## config.mk

```make
export PLATFORM = sky130hd
export DESIGN_NAME = sseg_scan_decoder
export DESIGN_NICKNAME = d
export VERILOG_FILES = /design/src/rtl/sseg_pkg.sv /design/src/rtl/sseg_glyph_decoder.sv /design/src/rtl/sseg_scan_decoder.sv
export SDC_FILE = /design/constraint.sdc
export NUM_CORES = 1
export LEC_CHECK = 0
export ABC_AREA = 0
export ABC_CLOCK_PERIOD_IN_PS = 8650
export BUFFER_PORTS_ARGS = -buffer_cell sky130_fd_sc_hd__buf_2
export CORE_MARGIN = 2
export CORE_UTILIZATION = 55
export DETAILED_ROUTE_END_ITERATION = 8
export GPL_ROUTABILITY_DRIVEN = 0
export PLACE_DENSITY = 0.74
export SETUP_SLACK_MARGIN = 0.1
export SLEW_MARGIN = 0
export SYNTH_ARGS = -nofsm -noshare
export SYNTH_HDL_FRONTEND = slang
export SYNTH_SLANG_ARGS = --single-unit
```

## constraint.sdc

```tcl
create_clock -name clk_i -period 8.65 [get_ports clk_i]
set_input_delay 0.865 -clock clk_i [delete_from_list [all_inputs] [get_ports clk_i]]
set_output_delay 0.865 -clock clk_i [all_outputs]
set_load 0.02 [all_outputs]
```

## src/rtl/sseg_pkg.sv

```systemverilog
// Shared glyph table, scan-sample layout and FSM state type for the seven-segment scan monitor.
package sseg_pkg;

  localparam logic [6:0] SEG_BLANK = 7'h00;

  // Active-high gfedcba glyphs for hex digits 0..F.
  localparam logic [6:0] SEG_HEX [16] = '{
    7'h3F, 7'h06, 7'h5B, 7'h4F, 7'h66, 7'h6D, 7'h7D, 7'h07,
    7'h7F, 7'h6F, 7'h77, 7'h7C, 7'h39, 7'h5E, 7'h79, 7'h71
  };

  typedef enum logic [1:0] {IDLE, SETTLE, HELD} state_t;

  typedef struct packed {
    logic [3:0] an;
    logic [6:0] sseg;
    logic       dp;
  } scan_t;

  localparam scan_t SCAN_BLANK = '{an: 4'hF, sseg: 7'h7F, dp: 1'b1};

  // True when exactly one active-low anode is driven.
  function automatic logic one_low(input logic [3:0] an);
    logic [3:0] low;
    low = ~an;
    return (low != 4'h0) && ((low & (low - 4'd1)) == 4'h0);
  endfunction

endpackage

```

## src/rtl/sseg_glyph_decoder.sv

```systemverilog
// Combinational glyph -> hex lookup; exact gfedcba match only, anything else reads as invalid with hex 0.
// Zero latency, no flow control.
module sseg_glyph_decoder
  import sseg_pkg::*;
(
  input  logic [6:0] pattern,
  output logic       valid,
  output logic [3:0] hex
);

  always_comb begin
    valid = 1'b0;
    hex   = 4'h0;
    for (int i = 0; i < 16; i++) begin
      if (pattern == SEG_HEX[i]) begin
        valid = 1'b1;
        hex   = 4'(i);
      end
    end
  end

endmodule

```

## src/rtl/sseg_scan_decoder.sv

```systemverilog
// Rebuilds 4-digit frames from scanned an/sseg/dp lines; capture 2 sync + SETTLE_CYCLES after an input edge,
// frame strobe one cycle after the final capture. Pure monitor: never stalls the observed driver.
module sseg_scan_decoder
  import sseg_pkg::*;
#(
  parameter int SETTLE_CYCLES  = 8,
  parameter int TIMEOUT_CYCLES = 4_000_000
) (
  input  logic        clk_i,
  input  logic        rst_i,
  input  logic [3:0]  an_i,
  input  logic [6:0]  sseg_i,
  input  logic        dp_i,
  output logic [31:0] digit_pattern_o,
  output logic [15:0] hex_o,
  output logic [3:0]  hex_valid_o,
  output logic        frame_strobe_o,
  output logic        frame_valid_o,
  output logic        error_o
);

  localparam int SW = $clog2(SETTLE_CYCLES + 1);
  localparam int TW = $clog2(TIMEOUT_CYCLES + 1);

  scan_t       sync1, s, prev;
  state_t      state, state_next;
  logic [SW-1:0] cnt;
  logic [TW-1:0] tcnt;
  logic [3:0]  mask;
  logic [7:0]  shadow [4];
  logic [3:0]  dec_hex [4];
  logic [3:0]  dec_vld;
  logic [1:0]  idx;
  logic        is_blank, is_valid, is_illegal, prev_illegal, same;
  logic        capture, cnt_load, cnt_inc, frame_done, timeout;

  // Synchroniser resets to an idle bus so reset never looks like an illegal sample.
  always_ff @(posedge clk_i or posedge rst_i) begin
    if (rst_i) begin
      sync1 <= SCAN_BLANK;
      s     <= SCAN_BLANK;
      prev  <= SCAN_BLANK;
    end else begin
      sync1 <= '{an: an_i, sseg: sseg_i, dp: dp_i};
      s     <= sync1;
      prev  <= s;
    end
  end

  assign is_blank     = &s.an;
  assign is_valid     = one_low(s.an);
  assign is_illegal   = !is_blank && !is_valid;
  assign prev_illegal = !(&prev.an) && !one_low(prev.an);
  assign same         = (s == prev);
  assign frame_done   = (mask == 4'hF);
  assign timeout      = (tcnt == TW'(TIMEOUT_CYCLES));

  always_comb begin
    idx = 2'd0;
    for (int i = 0; i < 4; i++) begin
      if (!s.an[i]) idx = 2'(i);
    end
  end

  always_ff @(posedge clk_i or posedge rst_i) begin
    if (rst_i) state <= IDLE;
    else       state <= state_next;
  end

  always_comb begin
    state_next = state;
    case (state)
      IDLE:    if (is_valid) state_next = SETTLE;
      SETTLE: begin
        if (!is_valid)                                    state_next = IDLE;
        else if (same && cnt == SW'(SETTLE_CYCLES - 1))  state_next = HELD;
      end
      HELD:    if (!same) state_next = is_valid ? SETTLE : IDLE;
      default: state_next = IDLE;
    endcase
  end

  always_comb begin
    capture  = (state == SETTLE) && is_valid && same && (cnt == SW'(SETTLE_CYCLES - 1));
    cnt_load = is_valid && ((state == IDLE) || !same);
    cnt_inc  = (state == SETTLE) && is_valid && same;
  end

  always_ff @(posedge clk_i or posedge rst_i) begin
    if (rst_i) begin
      cnt  <= '0;
      tcnt <= '0;
      mask <= 4'h0;
      for (int k = 0; k < 4; k++) shadow[k] <= {1'b0, SEG_BLANK};
    end else begin
      if (cnt_load)     cnt <= SW'(1);
      else if (cnt_inc) cnt <= cnt + SW'(1);

      if (capture)       tcnt <= '0;
      else if (!timeout) tcnt <= tcnt + TW'(1);

      // A capture on the completion edge seeds the next frame.
      mask <= ((frame_done || timeout) ? 4'h0 : mask) | (capture ? (4'b0001 << idx) : 4'h0);
      if (capture) shadow[idx] <= ~{s.dp, s.sseg};
    end
  end

  for (genvar k = 0; k < 4; k++) begin : g_dec
    sseg_glyph_decoder u_dec (
      .pattern (shadow[k][6:0]),
      .valid   (dec_vld[k]),
      .hex     (dec_hex[k])
    );
  end

  always_ff @(posedge clk_i or posedge rst_i) begin
    if (rst_i) begin
      digit_pattern_o <= '0;
      hex_o           <= '0;
      hex_valid_o     <= '0;
      frame_strobe_o  <= 1'b0;
      frame_valid_o   <= 1'b0;
      error_o         <= 1'b0;
    end else begin
      frame_strobe_o <= frame_done;
      error_o        <= is_illegal && !prev_illegal;
      if (frame_done) begin
        for (int k = 0; k < 4; k++) begin
          digit_pattern_o[8*k +: 8] <= shadow[k];
          hex_o[4*k +: 4]           <= dec_hex[k];
        end
        hex_valid_o   <= dec_vld;
        frame_valid_o <= 1'b1;
      end else if (timeout) begin
        frame_valid_o <= 1'b0;
      end
    end
  end

endmodule

```

==> impl.org, run 1 <==
** Status
- Run status :: completed

** Clocking
- The tree is rooted in a sky130_fd_sc_hd__clkbuf_16.
- After clock tree synthesis, the setup repair step added 0 buffers.
- The clock net in this run drives a total of ~160 sinks.
- Resize count post-CTS :: 0
- TritonCTS built the clock tree.
- Skew-Pair Late Insertion Delay :: roughly 420 ps
- Total clock buffers created by CTS :: 17
- After clock tree synthesis, the flow added hold-fix buffers numbering 0.
- Clock Pin Slew Worst Setup and Hold Paths :: roughly 60 ps
- The clock passes through at most 2 buffers.
- CTS built an H-tree with a depth of 4.

** Pwr
- Final Power :: 1.51 mW
- Combinational cells account for roughly 2.1% of the total power.
- Internal power comes to 1.17 mW.
- In this run the power spent charging and discharging nets is between 300 and 400 uW.
- Summed over all cells, the static leakage comes to ~3.6 nW.
- Power spread over the standard cell area amounts to 187 nW/um^2.
- VDD sags by at most 117 uV.
- Seq pwr share :: roughly 50%
- Proportion of total power due to net switching :: a little under a quarter
- Clock power share :: 47.9%

** Setup path
- Data on the critical path is required at its endpoint by between 8000 and 9000 ps.
- The worst setup path is captured at a flop.
- STA puts the critical path data arrival time at 3620 ps.
- The critical path is of the reg2reg type.
- The critical path goes through xor2_1 -> nor4_1 -> nand4_1 -> nor4_2 -> mux2i_1.
- The worst register-to-register path begins at s[6].
- Number of cells on the worst reg-to-reg path :: 5
- In this run the critical register-to-register path is captured at shadow[23].
- Highest fanout seen on the critical path :: 15
- The worst setup path is launched from a flop.
- Cell with the biggest individual delay on the critical path :: sky130_fd_sc_hd__nor4_2
- Register-to-register setup slack :: around 5300 ps
- CP peak stage delay :: roughly 1300 ps

** Global routing
- Global routing used approximately 4.1% of the available met3 tracks.
- For met1 alone, demand over resource in global routing was approximately a third.
- GR peak layer :: met2
- The via count of the first global-routing pass was between 5,000 and 6,000.
- Grt ovf :: 0
- Met2 track demand over resource in global routing :: 38.1%
- Pin count of the biggest net entering global routing :: 95
- Gr usage total :: 23.5%
- Number of antenna violations at the first check in global routing :: 0
- The first global-routing pass estimated around 25,000 um of wire.

** Die
- Total number of placement rows :: 41
- Horiz. Die Dim :: 117 um
- For this configuration, the core starts out at a cell density of a little under three fifths.
- Overall die height :: 117 um
- 69 I/O pins were placed.
- Area of the die :: between 10,000 and 15,000 um^2
- Area inside the core boundary :: roughly 13,000 um^2

** Synthesis
- Post-synth net total :: 708
- Post-Synthesis Mean Instance Area :: 10.2 um^2
- Of the synthesized area, sequential elements account for about 56%.
- Counting flops with a built-in enable in the synthesized netlist gives 0.
- After synthesis, the share of cell area in mux cells is under 10%.
- After synthesis, the share of flip-flops with an asynchronous set or reset is 100%.
- The synthesized netlist devotes 4.97% of its cell area to XOR and XNOR gates.
- Summing the areas of all fa, ha and maj instances in the mapped netlist gives less than 1% of the synthesized area.
- Number of warning messages in the yosys log :: 0
- The most used flip-flop cell after synthesis is sky130_fd_sc_hd__dfrtp_1.
- Post-Synth Simple-Gate Area :: approximately 18%
- Area fraction in compound gates after synthesis :: approximately an eighth
- The cell area that synthesis handed to floorplanning was between 7000 and 8000 um^2.
- Synthesized instance count :: 691
- #FFs+latches synth :: ~160
- By area, the combinational part of the netlist is dominated by simple AND/OR/NAND/NOR gates.
- Distinct cell type count after synthesis :: 66

** Cells and area
- The library cell used most frequently in the layout, excluding fill and tap cells, is sky130_fd_sc_hd__dfrtp_1.
- For this run, the post-layout net count is 760.
- The number of antenna diodes in the final layout is 0.
- Of the cells placed in the final design, the portion with a size suffix greater than 1 is 19.6%.
- Commonest cells after routing, fill and taps aside :: 119 x sky130_fd_sc_hd__dfrtp_1, 80 x sky130_fd_sc_hd__nand2_1, 68 x sky130_fd_sc_hd__buf_2, 57 x sky130_fd_sc_hd__o21ai_0, 49 x sky130_fd_sc_hd__nor2_1
- Synth-to-layout area growth :: 14.4%

** Timing
- Of the available clock period, the critical path in the final layout requires between 30% and 40%.
- Number of failing setup endpoints in the final timing report :: 0
- Total negative slack :: 0 ps
- The final number of max-transition violations came to 0.
- Setup repair after global routing left no endpoint under its margin.
- Derived from the worst setup path, the maximum achievable clock frequency is approximately 0.30 GHz.
- Total count of hold-check failures in the final report :: 0
- For the final database, setup skew stands at between 7 and 8 ps.
- Worst-Margin Slew :: about 1300 ps
- Post-layout min period :: roughly 3400 ps
- Headroom to the max-slew limit came out at about a tenth.

** Min path
- Hold endpoint :: s[7]
- In this run the most critical hold path is launched from sync1[7].
- Class of the most critical hold timing path :: reg2reg
- Hold Path Cell Cnt :: 0

** Routing
- Summed over all layers, the routed wires come to roughly 15,000 um.
- Detailed routing inserted a total of approximately 5,400 vias.
- After detailed routing, the number of remaining DRC violations is 0.
- First-pass iteration count of the detailed router :: 5
- Detail-routed via count per cell :: 5.82
- Dividing the detail-routed wire length by the instance count gives ~16 um.
- The count of nets left with antenna violations once routing finished came out at 0.
- For this block, the initial DRC count from the detailed router was roughly 380.

** Placement
- Detailed placer's ending HPWL :: just over 10,000 um
- The count of buffers added on input and output ports is 68.

** Run
- The tool flagged a number of max-cap violations equal to 0.
==> how the worst max path moves through the flow <==
stage	from	to	slack [ps]	cells after the start
2_1_floorplan	rst_i	cnt[0]	3670	1
3_3_place_gp	s[6]	shadow[18]	5560	5
3_5_place_dp	s[6]	shadow[20]	5410	5
4_1_cts	s[6]	shadow[23]	5300	5
5_1_grt	s[6]	shadow[18]	5020	5
6_report	s[6]	shadow[23]	5280	5
==> critical path: cells and delay by family, from the launching register on <==
family,cells,cell delay [ps]
muxes,1,210
and+or+nand+nor,3,2300
DFF,1,600
xor gates and xnor gates,1,90
==> cell families after synthesis <==
logic type | after synthesis
buffers and inverters | 75
adders and majority gates | 6
xor gates and xnor gates | 40
AOI/OAI and AO/OA | 137
muxes | 27
DFF | 155
and+or+nand+nor | 251
==> state kept, by name (all words and copies together), names as in the netlist <==
signal           count
sync1               12
error_o              1
frame_valid_o        1
hex_valid_o          4
shadow              32
mask                 4
tcnt                22
digit_pattern_o     32
hex_o               16
prev                12
frame_strobe_o       1
state                2
s                   12
cnt                  4
==> synthesized netlist by cell type, drive strengths merged (5+ instances only) <==
| cell | number | area [um^2] |
|---|---|---|
| nor2 | 49 | 184 |
| nand3 | 19 | 95.1 |
| o21ai | 58 | 290 |
| buf | 11 | 71.3 |
| nand2 | 80 | 300 |
| dfrtp | 119 | 2980 |
| nor3 | 18 | 90.1 |
| xor2 | 27 | 236 |
| a21o | 5 | 37.5 |
| nor2b | 8 | 50.1 |
| nor4 | 12 | 87.6 |
| a31oi | 10 | 62.6 |
| dfstp | 36 | 946 |
| or3 | 6 | 37.5 |
| nand2b | 5 | 31.3 |
| a21oi | 16 | 80.1 |
| xnor2 | 13 | 114 |
| clkbuf | 29 | 109 |
| inv | 34 | 128 |
| and3 | 10 | 62.6 |
| mux2i | 27 | 270 |
| nand4 | 21 | 131 |
==> routing by layer <==
layer	routed length (um)	vias up
met4	236	0
met2	7430	198
met3	757	20
met1	6740	2631
met5	0	-
li1	-	2556
==> cell type report <==
type                            count  area [um^2]
Multi-Input combinational cell    461         2830
Tap cell                          172          215
Sequential cell                   155         3920
Fill cell                         997         4500
Clock buffer                       20          489
Timing Repair Buffer               73          378
Inverter                           35          136
Clock inverter                     12         98.8
==> per-stage QoR <==
step / util, % / setup slack [ps] / instances / hold slack (ps) / area, um^2
floorplan: - / 3670 / 691 / 345 / 7050
global placement: 59.6 / 5560 / 896 / 347 / 7480
detailed placement: 59.6 / 5410 / 896 / 353 / 7480
CTS: 64.2 / 5300 / 928 / 361 / 8070
global route: 64.2 / 5020 / 928 / 358 / 8070
finish: 64.2 / 5280 / 928 / 359 / 8070
==> power by group through the flow <==
stage               logic, mW  clock network, mW  registers, mW
floorplan              0.0233                  0          0.762
finish                 0.0321              0.723          0.754
detailed placement     0.0332                  0          0.767
global route           0.0377              0.770          0.755
global placement       0.0317                  0          0.765
CTS                    0.0334              0.733          0.754
Power figures use the tool's default switching activity.
==> inputs of run 2 (changes only) <==
- ABC_CLOCK_PERIOD_IN_PS: 8650 -> 3400
- clock period: 8.65 -> 3.4 ns (I/O delays scaled with it)
==> impl.org, run 2 (synthesized netlist as in run 1, its figures left out) <==
** Setup path
- CP peak stage delay :: 590 ps (-660 ps)
- Critical path required time :: 3740 ps (-5160 ps)
- In this run the critical register-to-register path is launched from s[6].
- Cell with the biggest individual delay on the critical path :: sky130_fd_sc_hd__dfstp_2
- The signal on the critical path passes through xor2_1 -> nor4_1 -> nand4_1 -> nor4_2 -> buf_4 -> mux2i_1.
- Highest fanout seen on the critical path :: 15 (unchanged)
- Crit path from :: s[6]
- Worst Setup Path Type :: reg2reg
- The critical path data arrival time came to 2980 ps (-640 ps).
- Setup crit end kind :: flop
- STA classifies the critical path startpoint as a flop.

** Timing
- The transition time at the pin with the least slew margin came to 687 ps (-660 ps).
- Total negative slack :: 0 ps (unchanged)
- The maximum achievable frequency came to 0.379 GHz (+28%).
- The final number of max-transition violations was 0 (unchanged).
- Final setup skew :: 6.17 ps (-1.25 ps)
- Final Cycle Share :: 77.6% (+39 points)
- Worst slew margin :: 53.8% (+44 points)
- The number of hold-slack violations in the final timing report is 0 (unchanged).
- The post-route minimum period is 2640 ps (-735 ps).
- The final count of negative-setup-slack endpoints came to 0 (unchanged).
- Setup repair after global routing left no endpoint under its margin.

** Routing
- Routed Antenna Nets :: 0 (unchanged)
- Number of design-rule violations left by the first detailed-router iteration :: 346 (-9.9%)
- Detailed-route wire length per cell :: 16.0 um (-1.9%)
- First-pass iteration count of the detailed router :: 5 (unchanged)
- The via count of the routed design was 5,364 (-0.76%).
- Final routed wirelength across all metal layers :: 15,100 um (-0.26%)
- Detail-routed via count per cell :: 5.69 (-2.3%)
- DRC violations left :: 0 (unchanged)

** Die
- Ports placed on the boundary :: 69 (unchanged)
- Starting Density :: 56.1% (unchanged)
- The site row count came to 41 (unchanged).
- Overall die height :: 117 um (unchanged)
- The chip width is 117 um (unchanged).
- The area inside the core boundary came to 12,600 um^2 (unchanged).
- Area of the die :: 13,700 um^2 (unchanged)

** Clocking
- Clk sinks :: 155 (unchanged)
- Skew-Pair Late Insertion Delay :: 420 ps (about the same)
- Setup fix buffers added after clock tree synthesis :: 0 (unchanged)
- The number of buffers inserted during clock tree synthesis is 17 (unchanged).
- The deepest clock path buffer count came to 2 (unchanged).
- CTS placed an instance of sky130_fd_sc_hd__clkbuf_16 at the clock tree root.
- TritonCTS clock tree :: yes
- Clock Pin Slew Worst Setup and Hold Paths :: 60 ps (about the same)
- The deepest level of the CTS H-tree was 4 (unchanged).

** Cells and area
- The antenna diode instance count is 0 (unchanged).
- The register area is 3920 um^2 (unchanged).
- Number of nets in the finished design :: 775 (+2.0%)
- The total area of multi-input combinational cells was 2830 um^2 (unchanged).
- The library cell used most frequently in the layout, excluding fill and tap cells, is sky130_fd_sc_hd__dfrtp_1.
- The top cell types in the final layout, fill and taps aside, are 119 x sky130_fd_sc_hd__dfrtp_1, 80 x sky130_fd_sc_hd__nand2_1, 68 x sky130_fd_sc_hd__buf_2, 57 x sky130_fd_sc_hd__o21ai_0, 49 x sky130_fd_sc_hd__nor2_1.
- The largest registers in the layout are digit_pattern_o x32, shadow x32, tcnt x22.
- Fill cell count :: 1,024 (+2.7%)
- Synth-to-layout area growth :: 16.2%
- The share of post-route cells with drive strength above 1 came to 19.5% (-0.12 points).
- Filler-free cell count of the finished design :: 943 (+1.6%)

** Run
- The max-capacitance violation count is 0 (unchanged).

** Placement
- The count of input and output buffers is 68 (unchanged).
- Inst Count DP :: 901 (+0.56%)
- Detailed placer's ending HPWL :: 10,300 um (+0.16%)

** Global routing
- Number of antenna violations at the first check in global routing :: 0 (unchanged)
- The pin count of the biggest net entering global routing was 86 (-9.5%).
- Gr usage total :: 23.8% (+0.30 points)
- Grt ovf :: 0 (unchanged)
- The wire length of the first global-routing pass is 25,600 um (+2.3%).
- Vias in the first global route :: 5,319 (+4.9%)

** Pwr
- Cell-internal power :: 2.96 mW (+150%)
- Max IR drop VDD :: 298 uV (+160%)
- The clock network fraction of design power was 46.7% (-1.2 points).
- Proportion of total power due to net switching :: 21.6% (-1.1 points)
- Power density over the cells :: 461 nW/um^2 (+150%)
- Seq pwr share :: 50.9% (+0.9 points)
- The total leakage power came to 3.63 nW (+1.3%).
- The combinational cell fraction of total power came to 2.4% (+0.3 points).
- The net switching power of the design was 815 uW (+140%).

** Status
- The run finished with clean final reports.

** Min path
- Class of the most critical hold timing path :: in2async
==> run 2: final timing paths <==
check | endpoint | slack (ps) | depth (start not counted)
worst max-delay path | shadow[23] | 760 | 6
worst min-delay path | digit_pattern_o[8] | 8 | 2
worst max register to register | shadow[23] | 760 | 6
worst min register to register | s[11] | 350 | 0
max in group asynchronous | prev[7] | 2540 | 3
min in group clk_i | sync1[6] | 20 | 1
==> run 2: repair_timing <==
action                    4_1_cts  5_1_grt
resized for setup               0        0
hold endpoints to repair       10        0
hold buffers                   10        0
==> run 2: worst max-delay path: cells and delay by family (launching register included) <==
family | cells | cell delay [ps]
buf+inv | 1 | 260
mux | 1 | 210
simple gates | 3 | 1400
flops | 1 | 590
xor+xnor | 1 | 90
==> run 2: power by group through the flow <==
stage	Combinational (mW)	Clock [mW]	Sequential (mW)
global route	0.107	1.87	1.92
finish	0.0922	1.76	1.92
global placement	0.0832	0	1.95
floorplan	0.0597	0	1.94
CTS	0.0951	1.79	1.92
detailed placement	0.0862	0	1.95
==> run 2: per-layer routing <==
layer / wire length (um) / vias to the layer above / GRT usage, %
li1: - / 2566 / -
met1: 6710 / 2627 / 31.1
met4: 267 / 0 / 9.02
met3: 628 / 23 / 4.74
met5: 0 / - / 0
met2: 7530 / 148 / 39.6
==> run 2: area by class of cell <==
cell class,instances,area share (%)
multi-input cells,461,34.5
clock buffers,23,6.11
well taps,172,2.63
flip-flops and latches,155,47.9
repair buffers,88,6.44
clock inverters,9,0.748
inverters,35,1.65
==> run 2: through the flow <==
stage / hold slack [ps] / instance area (um^2) / setup slack (ps) / util, % / total power, mW
3_5_place_dp: 347 / 7530 / 790 / 59.9 / 2.04
4_1_cts: 5.91 / 8200 / 765 / 65.2 / 3.81
5_1_grt: 6.80 / 8200 / 571 / 65.2 / 3.91
3_3_place_gp: 347 / 7530 / 905 / 59.9 / 2.03
2_1_floorplan: 344 / 7060 / 1130 / - / 2.00
6_report: 8.18 / 8200 / 763 / 65.2 / 3.77
==> inputs of run 3 (changes only) <==
- ABC_CLOCK_PERIOD_IN_PS: 3400 -> 2700
- clock period: 3.4 -> 2.7 ns (I/O delays scaled with it)
==> impl.org, run 3 (synthesized netlist as in run 1, its figures left out) <==
** Clocking
- H-tree levels :: 4 (unchanged)
- Clock Pin Slew Worst Setup and Hold Paths :: 60 ps (about the same)
- Resize count post-CTS :: 0 (unchanged)
- The deepest clock path buffer count was 2 (unchanged).
- Skew-Pair Late Insertion Delay :: 430 ps (about the same)
- The number of buffers inserted during clock tree synthesis is 17 (unchanged).
- Clk sinks :: 155 (unchanged)
- TritonCTS built the clock tree.
- CTS Root Cell :: sky130_fd_sc_hd__clkbuf_16

** Placement
- The count of input and output buffers is 68 (unchanged).
- The HPWL reported at the end of detailed placement is 10,500 um (+2.1%).
- Minimum setup slack after placement :: 335 ps (-455 ps)

** Pwr
- Switching pwr :: 1.04 mW (+27%)
- The areal power density over the cells was 583 nW/um^2 (+27%).
- The switching power share of the total was 21.5% (-0.059 points).
- Seq pwr share :: 50.3% (-0.6 points)
- The total leakage power came to 3.68 nW (+1.3%).
- The total internal power came to 3.77 mW (+28%).
- The clock network fraction of design power is 47.2% (+0.5 points).
- Max IR drop VDD :: 408 uV (+37%)
- Share of total power in combinational logic :: 2.5% (about the same)

** Die
- The total I/O pin count came to 69 (unchanged).
- The height of the chip is 117 um (unchanged).
- Area inside the core boundary :: 12,600 um^2 (unchanged)
- The initial core utilization is 56.1% (unchanged).
- Total number of placement rows :: 41 (unchanged)
- Horiz. Die Dim :: 117 um (unchanged)
- Area of the die :: 13,700 um^2 (unchanged)

** Setup path
- The data required time at the worst endpoint came to 3040 ps (-700 ps).
- Crit Reg-Reg Startpoint :: s[6]
- Cell with the biggest individual delay on the critical path :: sky130_fd_sc_hd__dfstp_2
- Highest fanout seen on the critical path :: 12 (-3)
- The largest stage delay on the critical path came to 590 ps (about the same).
- The cell that appears most often on the critical path is sky130_fd_sc_hd__buf_4.
- Critical path launch point type :: flop
- The worst setup path is of the reg2reg kind.
- Crit path from :: s[6]
- STA classifies the critical path endpoint as a flop.
- Worst EP arrival :: 2730 ps (-250 ps)
- Number of cells on the worst reg-to-reg path :: 7 (+1)
- The signal on the critical path passes through xor2_1 -> nor4_1 -> nand4_1 -> buf_4 -> nor4_2 -> buf_4 -> mux2i_1.

** Timing
- Setup repair after global routing left no endpoint under its margin.
- The maximum achievable frequency came to 0.419 GHz (+11%).
- The part of the cycle the worst path needs came to 88.4% (+11 points).
- Total negative slack :: 0 ps (unchanged)
- Worst hold margin :: 352 ps (+344 ps)
- The setup skew after layout is 8.71 ps (+2.54 ps).
- Slack of the critical path :: 313 ps (-449 ps)
- Worst-Margin Slew :: 778 ps (+91.4 ps)
- The headroom to the max-slew limit is 47.8% (-6.0 points).
- The number of hold-slack violations in the final timing report came to 0 (unchanged).
- The final count of negative-setup-slack endpoints came to 0 (unchanged).
- The post-route minimum period was 2390 ps (-251 ps).
- The final number of max-transition violations came to 0 (unchanged).

** Cells and area
- Number of nets in the finished design :: 779 (+0.52%)
- The total area of multi-input combinational cells was 2830 um^2 (unchanged).
- The top cell types in the final layout, fill and taps aside, are 119 x sky130_fd_sc_hd__dfrtp_1, 80 x sky130_fd_sc_hd__nand2_1, 68 x sky130_fd_sc_hd__buf_2, 57 x sky130_fd_sc_hd__o21ai_0, 49 x sky130_fd_sc_hd__nor2_1.
- The antenna diode instance count was 0 (unchanged).
- Synth-to-layout area growth :: 17.0%
- Share of post-route cells with drive strength above 1 :: 19.9% (+0.42 points)
- The utilization after layout is 65.6% (+0.44 points).
- Fill cell count :: 977 (-4.6%)
- Most common cell after layout, fill and taps aside :: sky130_fd_sc_hd__dfrtp_1
- Sequential cell area in the final layout :: 3920 um^2 (unchanged)
- Leading registers by flop count :: digit_pattern_o x32, shadow x32, tcnt x22

** Routing
- Detailed-route wire length per cell :: 15.9 um (-0.94%)
- The residual antenna-violating net count after detailed routing came to 0 (unchanged).
- First-pass iteration count of the detailed router :: 5 (unchanged)
- Number of design-rule violations left by the first detailed-router iteration :: 400 (+16%)
- The via count of the routed design was 5,399 (+0.65%).
- The total length of routed wires was 15,100 um (-0.52%).
- DRC violations left :: 0 (unchanged)
- Detail-routed via count per cell :: 5.70 (+0.23%)

** Global routing
- Global-route wire length before repair :: 24,800 um (-3.4%)
- The via count of the first global-routing pass came to 5,201 (-2.2%).
- The pin count of the biggest net entering global routing came to 70 (-19%).
- Gr usage total :: 23.2% (-0.66 points)
- The number of antenna violations at the first check in global routing is 0 (unchanged).
- Grt ovf :: 0 (unchanged)

** Run
- # Max-Cap Violations :: 0 (unchanged)

** Min path
- The min-delay analysis places its worst path in the category reg2reg.
- Hold Path Origin :: sync1[6]
- Counting instances, the worst hold path has a depth of 0.

** Status
- Run status :: completed
[run 3: cell types whose count changed in the layout (fill, tap and decap cells not counted), moves of 2 or more]
cell                            previous run  this run
sky130_fd_sc_hd__clkinvlp_4                6         1
sky130_fd_sc_hd__clkbuf_1                  3         0
sky130_fd_sc_hd__clkinv_4                  1         5
sky130_fd_sc_hd__dlygate4sd3_1            10        13
sky130_fd_sc_hd__inv_4                     0         2
[run 3: path summary, 6_finish.rpt]
kind | endpoint | slack (ps)
setup / recovery | shadow[15] | 310
hold / removal | s[6] | 350
setup reg to reg | shadow[15] | 310
hold reg to reg | s[6] | 350
max in group asynchronous | digit_pattern_o[1] | 1380
min in group asynchronous | digit_pattern_o[8] | 500
[run 3: cell type report]
type / count / area share, %
Clock buffer: 19 / 5.63
Clock inverter: 13 / 1.40
Inverter: 35 / 1.64
Multi-Input combinational cell: 461 / 34.3
Sequential cell: 155 / 47.6
Tap cell: 172 / 2.61
Timing Repair Buffer: 92 / 6.85
[run 3: what timing repair did]
| action | CTS | global route |
|---|---|---|
| hold buffers | 13 | 0 |
| buffers inserted | 0 | 0 |
| hold endpoints to repair | 41 | 0 |
[run 3: worst max-delay path, delay by kind of cell (launching register included)]
kind | cells | cell delay [ps]
muxes | 1 | 210
DFF | 1 | 590
and+or+nand+nor | 3 | 890
buffers and inverters | 2 | 500
xor gates and xnor gates | 1 | 90
[run 3: per-stage QoR]
stage	total power, mW	cells	cell area (um^2)
3_3_place_gp	2.56	902	7540
5_1_grt	4.99	947	8250
2_1_floorplan	2.52	691	7060
4_1_cts	4.86	947	8250
6_report	4.81	947	8250
3_5_place_dp	2.57	902	7540
[run 3: metal layers]
metal / up-vias / wire [um] / track usage (%)
met3: 21 / 715 / 4.58
met5: - / 0 / 0
met4: 0 / 283 / 9.73
met1: 2625 / 6650 / 30.1
li1: 2578 / - / -
met2: 175 / 7400 / 38.2
[run 3: power groups by stage]
| stage | combinational, mW | sequential (mW) | clock [mW] |
|---|---|---|---|
| after floorplan | 0.0751 | 2.44 | 0 |
| after global placement | 0.105 | 2.46 | 0 |
| after detailed placement | 0.110 | 2.46 | 0 |
| after CTS | 0.125 | 2.42 | 2.32 |
| after global routing | 0.139 | 2.42 | 2.43 |
| final | 0.121 | 2.42 | 2.27 |
